## config.mk

```make
export PLATFORM = sky130hd
export DESIGN_NAME = mem_b_arbiter
export DESIGN_NICKNAME = d
export VERILOG_FILES = /design/src/rtl/mem_b_arbiter.sv
export SDC_FILE = /design/constraint.sdc
export NUM_CORES = 1
export LEC_CHECK = 0
export ABC_AREA = 0
export CORE_ASPECT_RATIO = 1.5
export CORE_UTILIZATION = 54
export DETAILED_ROUTE_END_ITERATION = 10
export GPL_ROUTABILITY_DRIVEN = 0
export PLACE_DENSITY = 0.85
export SYNTH_ARGS = -nofsm -noshare
export SYNTH_HDL_FRONTEND = slang
export SYNTH_SLANG_ARGS = --single-unit
```

## constraint.sdc

```tcl
create_clock -name clk -period 4.41 [get_ports clk]
set_input_delay 0.882 -clock clk [delete_from_list [all_inputs] [get_ports clk]]
set_output_delay 0.882 -clock clk [all_outputs]
set_load 0.005 [all_outputs]
```

## src/rtl/mem_b_arbiter.sv

```systemverilog
`default_nettype none
// ============================================================================
// Module   : mem_b_arbiter
// Purpose  : Shares data-memory port B between VGA scanout reads and
//            periodic GIO pin samples written to a fixed memory word.
//            VGA normally has priority. A pending GIO write wins once it has
//            waited STARVE_MAX cycles.
// Ports    : clk, reset                 - clock, synchronous active-high reset
//            vga_req/vga_addr/vga_ack   - scanout read request handshake
//            vga_data/vga_valid         - scanout read return
//            GIO_pins                   - asynchronous pin inputs
//            addr_b/data_b/we_b/q_b     - memory port B (1-cycle read latency)
//            gio_wr_cnt                 - count of GIO writes performed
// Revision : 1.0 - initial release
// ============================================================================
module mem_b_arbiter #(
    parameter logic [15:0] SAMPLE_DIV = 16'd50000,
    parameter logic [7:0]  STARVE_MAX = 8'd8,
    parameter logic [15:0] GIO_ADDR   = 16'hFFF0
) (
    input  logic        clk,
    input  logic        reset,
    input  logic        vga_req,
    input  logic [15:0] vga_addr,
    output logic        vga_ack,
    output logic [15:0] vga_data,
    output logic        vga_valid,
    input  logic [7:0]  GIO_pins,
    output logic [15:0] addr_b,
    output logic [15:0] data_b,
    output logic        we_b,
    input  logic [15:0] q_b,
    output logic [7:0]  gio_wr_cnt
);

    localparam logic [1:0] IDLE    = 2'd0;
    localparam logic [1:0] RD      = 2'd1;
    localparam logic [1:0] RD_DATA = 2'd2;
    localparam logic [1:0] WR      = 2'd3;

    logic [1:0]  state_q, state_d;
    logic [7:0]  gio_meta_q, gio_sync_q;
    logic [15:0] div_q;
    logic        pending_q;
    logic [7:0]  pend_val_q;
    logic [7:0]  last_written_q;
    logic        first_q;
    logic [7:0]  starve_q;
    logic [15:0] addr_b_q, data_b_q, vga_data_q;
    logic        we_b_q, vga_ack_q, vga_valid_q;
    logic [7:0]  gio_wr_cnt_q;

    logic        w_tick;
    logic [7:0]  w_wr_val;
    logic [7:0]  w_cmp_val;
    logic        w_first;
    logic        w_sample;

    assign w_tick = (div_q == (SAMPLE_DIV - 16'd1));

    // The byte actually being written during WR is the registered data_b,
    // which may differ from pend_val_q if a tick landed on the WR entry edge.
    assign w_wr_val  = data_b_q[7:0];
    assign w_cmp_val = (state_q == WR) ? w_wr_val : last_written_q;
    assign w_first   = first_q && (state_q != WR);
    assign w_sample  = w_tick && (w_first || (gio_sync_q != w_cmp_val));

    always_comb begin
        state_d = state_q;
        case (state_q)
            IDLE, RD_DATA: begin
                if (pending_q && (starve_q >= STARVE_MAX)) begin
                    state_d = WR;
                end else if (vga_req) begin
                    state_d = RD;
                end else if (pending_q) begin
                    state_d = WR;
                end else begin
                    state_d = IDLE;
                end
            end
            RD:      state_d = RD_DATA;
            WR:      state_d = IDLE;
            default: state_d = IDLE;
        endcase
    end

    always_ff @(posedge clk) begin
        if (reset) begin
            state_q        <= IDLE;
            gio_meta_q     <= 8'h00;
            gio_sync_q     <= 8'h00;
            div_q          <= 16'h0000;
            pending_q      <= 1'b0;
            pend_val_q     <= 8'h00;
            last_written_q <= 8'h00;
            first_q        <= 1'b1;
            starve_q       <= 8'h00;
            addr_b_q       <= 16'h0000;
            data_b_q       <= 16'h0000;
            we_b_q         <= 1'b0;
            vga_ack_q      <= 1'b0;
            vga_data_q     <= 16'h0000;
            vga_valid_q    <= 1'b0;
            gio_wr_cnt_q   <= 8'h00;
        end else begin
            state_q    <= state_d;
            gio_meta_q <= GIO_pins;
            gio_sync_q <= gio_meta_q;
            div_q      <= w_tick ? 16'h0000 : div_q + 16'd1;

            // Port B outputs are registered for the state being entered.
            addr_b_q    <= 16'h0000;
            data_b_q    <= 16'h0000;
            we_b_q      <= 1'b0;
            vga_ack_q   <= 1'b0;
            vga_valid_q <= (state_q == RD_DATA);
            if (state_d == RD) begin
                addr_b_q  <= vga_addr;
                vga_ack_q <= 1'b1;
            end else if (state_d == WR) begin
                addr_b_q <= GIO_ADDR;
                data_b_q <= {8'h00, pend_val_q};
                we_b_q   <= 1'b1;
            end

            if (state_q == RD_DATA) begin
                vga_data_q <= q_b;
            end

            if (state_q == WR) begin
                last_written_q <= w_wr_val;
                first_q        <= 1'b0;
                gio_wr_cnt_q   <= gio_wr_cnt_q + 8'd1;
                // Keep pending if a newer sample replaced the value in flight.
                if (pend_val_q == w_wr_val) begin
                    pending_q <= 1'b0;
                end
            end

            // A fresh sample overrides the WR clear above (latest wins).
            if (w_sample) begin
                pending_q  <= 1'b1;
                pend_val_q <= gio_sync_q;
            end

            if (state_q == WR) begin
                starve_q <= 8'h00;
            end else if (pending_q && (starve_q != 8'hFF)) begin
                starve_q <= starve_q + 8'd1;
            end
        end
    end

    assign addr_b     = addr_b_q;
    assign data_b     = data_b_q;
    assign we_b       = we_b_q;
    assign vga_ack    = vga_ack_q;
    assign vga_data   = vga_data_q;
    assign vga_valid  = vga_valid_q;
    assign gio_wr_cnt = gio_wr_cnt_q;

endmodule
`default_nettype wire
```

==> results.txt <==
result of the run: completed
longest individual stage delay on the worst path: 0.47 ns
most area-hungry cell type in the Yosys netlist: sky130_fd_sc_hd__dfxtp_1
final worst path period share: 0.629
via count: 3,508
post-synthesis sequential area ratio: 0.500
max-cap viol count: 0
Crit-path slowest cell: sky130_fd_sc_hd__clkdlybuf4s50_1
clock latency at the later pin of the worst-skew pair: 0.35 ns
CTS tree: built
post-route worst setup slack: 1.64 ns
main area contributors after synthesis: sky130_fd_sc_hd__dfxtp_1, sky130_fd_sc_hd__nand2_1, sky130_fd_sc_hd__a21oi_1
Worst Setup Path Type: in2reg
vias in the first global route: 3,507
endpoints failing setup: 0
post-synthesis cell type count: 47
DRT antenna net count: 0
Synth warnings: 0
ys async rst share: 0
Via-to-Cell Ratio: 5.20
pin count of the biggest net entering global routing: 47
root buffer cell: sky130_fd_sc_hd__clkbuf_16
floorplan die width: 76.0 um
number of violations reported at the end of detailed-routing iteration 0: 188
HPWL after detailed placement: 6620 um
final-layout fill cell count: 615
share of cells above drive strength 1: 0.0510
synthesized instance count: 481
number of antenna violations at the first check in global routing: 0
synthesis-stage register bit count: 111
power per unit of standard cell area: 345 mW/mm^2
endpoint type of the worst setup path: flip-flop
worst slew slack as a fraction of its limit: 0.319
arrival time worst endpoint: 3.06 ns
height of the die: 113 um
fmax: 0.360 GHz
combined buffer and inverter count along the critical path: 1
initial core utilization: 0.555
footprint of the multi-input gates: 0.00205 sq mm
Static Leak: 2.13 nW
Hold-fix buffers, CTS: 0
core region area: 0.00801 sq mm
fin. max-slew vios: 0
worst setup timing slack at the placement stage: 1.26 ns
number of setup buffers added after CTS: 0
path category of the worst min-delay check: reg2reg
CP required: 4.70 ns
unrepaired setup endpoints after global routing: no
1st-pass router iterations: 4
# nets final: 612
Crit path max-delay family: simple AND/OR/NAND/NOR gates
mean cell area of the mapped netlist: 9.23 sq um
cells resized by post-CTS repair: 0
DRC: 0
VDD IR-drop max: 0.291 mV
most common flop cell mapped by yosys: sky130_fd_sc_hd__dfxtp_1
input/output buffers: 93
number of H-tree levels: 3
number of endpoints with negative hold slack in the final report: 0
most instantiated library cell after synthesis: sky130_fd_sc_hd__dfxtp_1
launching element type of the critical path: input port
maximum count of clock buffers along a single path: 2
most numerous cell types in the synthesized netlist: sky130_fd_sc_hd__dfxtp_1, sky130_fd_sc_hd__nand2_1, sky130_fd_sc_hd__a21oi_1, sky130_fd_sc_hd__nor2_1, sky130_fd_sc_hd__nor2b_1
Ports: 102
Std-Cell Rows: 40
antenna diode count: 0
Sequential Area: 0.00222 sq mm
fin area: 0.00568 sq mm
die area: 0.00860 sq mm
CTS sink cnt: 111
Clk pin slew, worst setup/hold paths: 0.07 ns
Post-synth EDFFs: 0
min cycle time layout: 2.77 ns
area share of the largest cell type after synthesis: 0.500
global-route wire length before repair: 16,000 um
Max Fanout on Critical Path: 13
global route total overflow: 0
synthesized area: 0.00444 sq mm
routed length per instance: 13.9 um
area of placed instances: 0.00539 sq mm
number of buffers created by CTS: 9
slew at the pin closest to its max-slew limit: 0.993 ns
routed wire length: 9390 um
Setup Total Neg Slack: 0 ns
global router's overall resource usage: 0.234
clock skew: 0.0108 ns
growth of design area from synthesis to finish: 27.9%
ordered list of cells on the worst path: clkdlybuf4s50_1 -> or4b_1 -> o31ai_1 -> mux2i_1 -> nor2b_1 -> and2_1
-- worst register-to-register path, stage by stage, from the launching register on --
cell	delay, ns
sky130_fd_sc_hd__dfxtp_1	0.48
sky130_fd_sc_hd__and2_1	0.55
sky130_fd_sc_hd__nor3b_1	0.13
sky130_fd_sc_hd__nor3_2	0.77
sky130_fd_sc_hd__a21oi_1	0.15
sky130_fd_sc_hd__a211o_1	0.26
-- registers in the layout (all words and copies together), names as in the netlist --
signal          flops
starve_q            8
we_b                1
gio_wr_cnt          8
vga_ack             1
div_q              16
first_q             1
pend_val_q          8
data_b              8
vga_valid           1
gio_sync_q          8
state_q             2
addr_b             16
vga_data           16
last_written_q      8
pending_q           1
gio_meta_q          8
-- layout by cell type, fill, tap and decap left out, types with 2 or more instances in the layout --
master and instances:
sky130_fd_sc_hd__nor2b_1 27, sky130_fd_sc_hd__o21a_1 12, sky130_fd_sc_hd__or3b_2 7, sky130_fd_sc_hd__xnor2_1 20, sky130_fd_sc_hd__nand2_1 55, sky130_fd_sc_hd__ha_1 4
sky130_fd_sc_hd__nand4_1 10, sky130_fd_sc_hd__a31oi_1 3, sky130_fd_sc_hd__mux2i_1 11, sky130_fd_sc_hd__nor2_1 37, sky130_fd_sc_hd__conb_1 8, sky130_fd_sc_hd__nand3_1 19
sky130_fd_sc_hd__nor3_1 4, sky130_fd_sc_hd__a21o_1 2, sky130_fd_sc_hd__inv_1 11, sky130_fd_sc_hd__a211o_1 8, sky130_fd_sc_hd__clkbuf_16 9, sky130_fd_sc_hd__or3_1 3
sky130_fd_sc_hd__o21ai_0 3, sky130_fd_sc_hd__dfxtp_1 111, sky130_fd_sc_hd__xor2_1 20, sky130_fd_sc_hd__nor3b_1 2, sky130_fd_sc_hd__o31ai_1 2, sky130_fd_sc_hd__and2_1 13
sky130_fd_sc_hd__clkbuf_1 3, sky130_fd_sc_hd__nand2b_1 7, sky130_fd_sc_hd__a21oi_1 37, sky130_fd_sc_hd__and3_1 5, sky130_fd_sc_hd__buf_4 3, sky130_fd_sc_hd__clkdlybuf4s50_1 92
-- stage by stage --
stage	util	std cells	hold WS, ns	power, mW
after CTS	0.709	674	0.437	1.97
after global routing	0.709	674	0.458	2.03
after global placement	0.673	659	0.416	1.18
after floorplan	-	488	0.414	1.11
after detailed placement	0.673	659	0.420	1.18
final	0.709	674	0.435	1.96
-- per-layer routing --
metal  vias up  wire [um]  track usage
li1       1769          -            -
met1      1630       3650        0.249
met2        88       5030        0.430
met3        21        451       0.0597
met4         0        258        0.108
met5         -          0            0
-- cells by family (layout without fill, tap and decap cells) --
logic type	Yosys count	in the layout	share of synthesized area
simple gates	199	199	0.233
flops	111	111	0.500
compound gates	74	74	0.107
buf+inv	41	122	0.0442
xor+xnor	40	40	0.0789
mux	11	11	0.0248
fa+ha+maj	4	4	0.0113
other cells	1	8	0.000844
-- cell type report --
| class | count | share of cell area |
|---|---|---|
| clock inverter | 2 | 0.00683 |
| tap | 105 | 0.0231 |
| multi-input combinational | 336 | 0.361 |
| clock buffer | 13 | 0.0441 |
| inverter | 11 | 0.00727 |
| sequential | 111 | 0.391 |
| timing repair buffer | 96 | 0.167 |
-- worst paths after layout --
path,from,to,slack [ns],cells past startpoint
worst min register to register,gio_meta_q[3]$_SDFF_PP0_,gio_sync_q[3]$_SDFF_PP0_,0.44,1
worst max-delay path,vga_req,addr_b[2]$_SDFF_PP0_,1.64,6
worst max register to register,state_q[0]$_SDFF_PP0_,pend_val_q[6]$_SDFFE_PP0P_,1.95,5
worst min-delay path,gio_meta_q[3]$_SDFF_PP0_,gio_sync_q[3]$_SDFF_PP0_,0.44,1
-- where the power goes --
group          switching [mW]  internal [mW]
Clock                   0.344          0.456
Sequential             0.0127           1.02
Combinational          0.0488         0.0720
No activity file was read; power rests on OpenSTA's default activity.
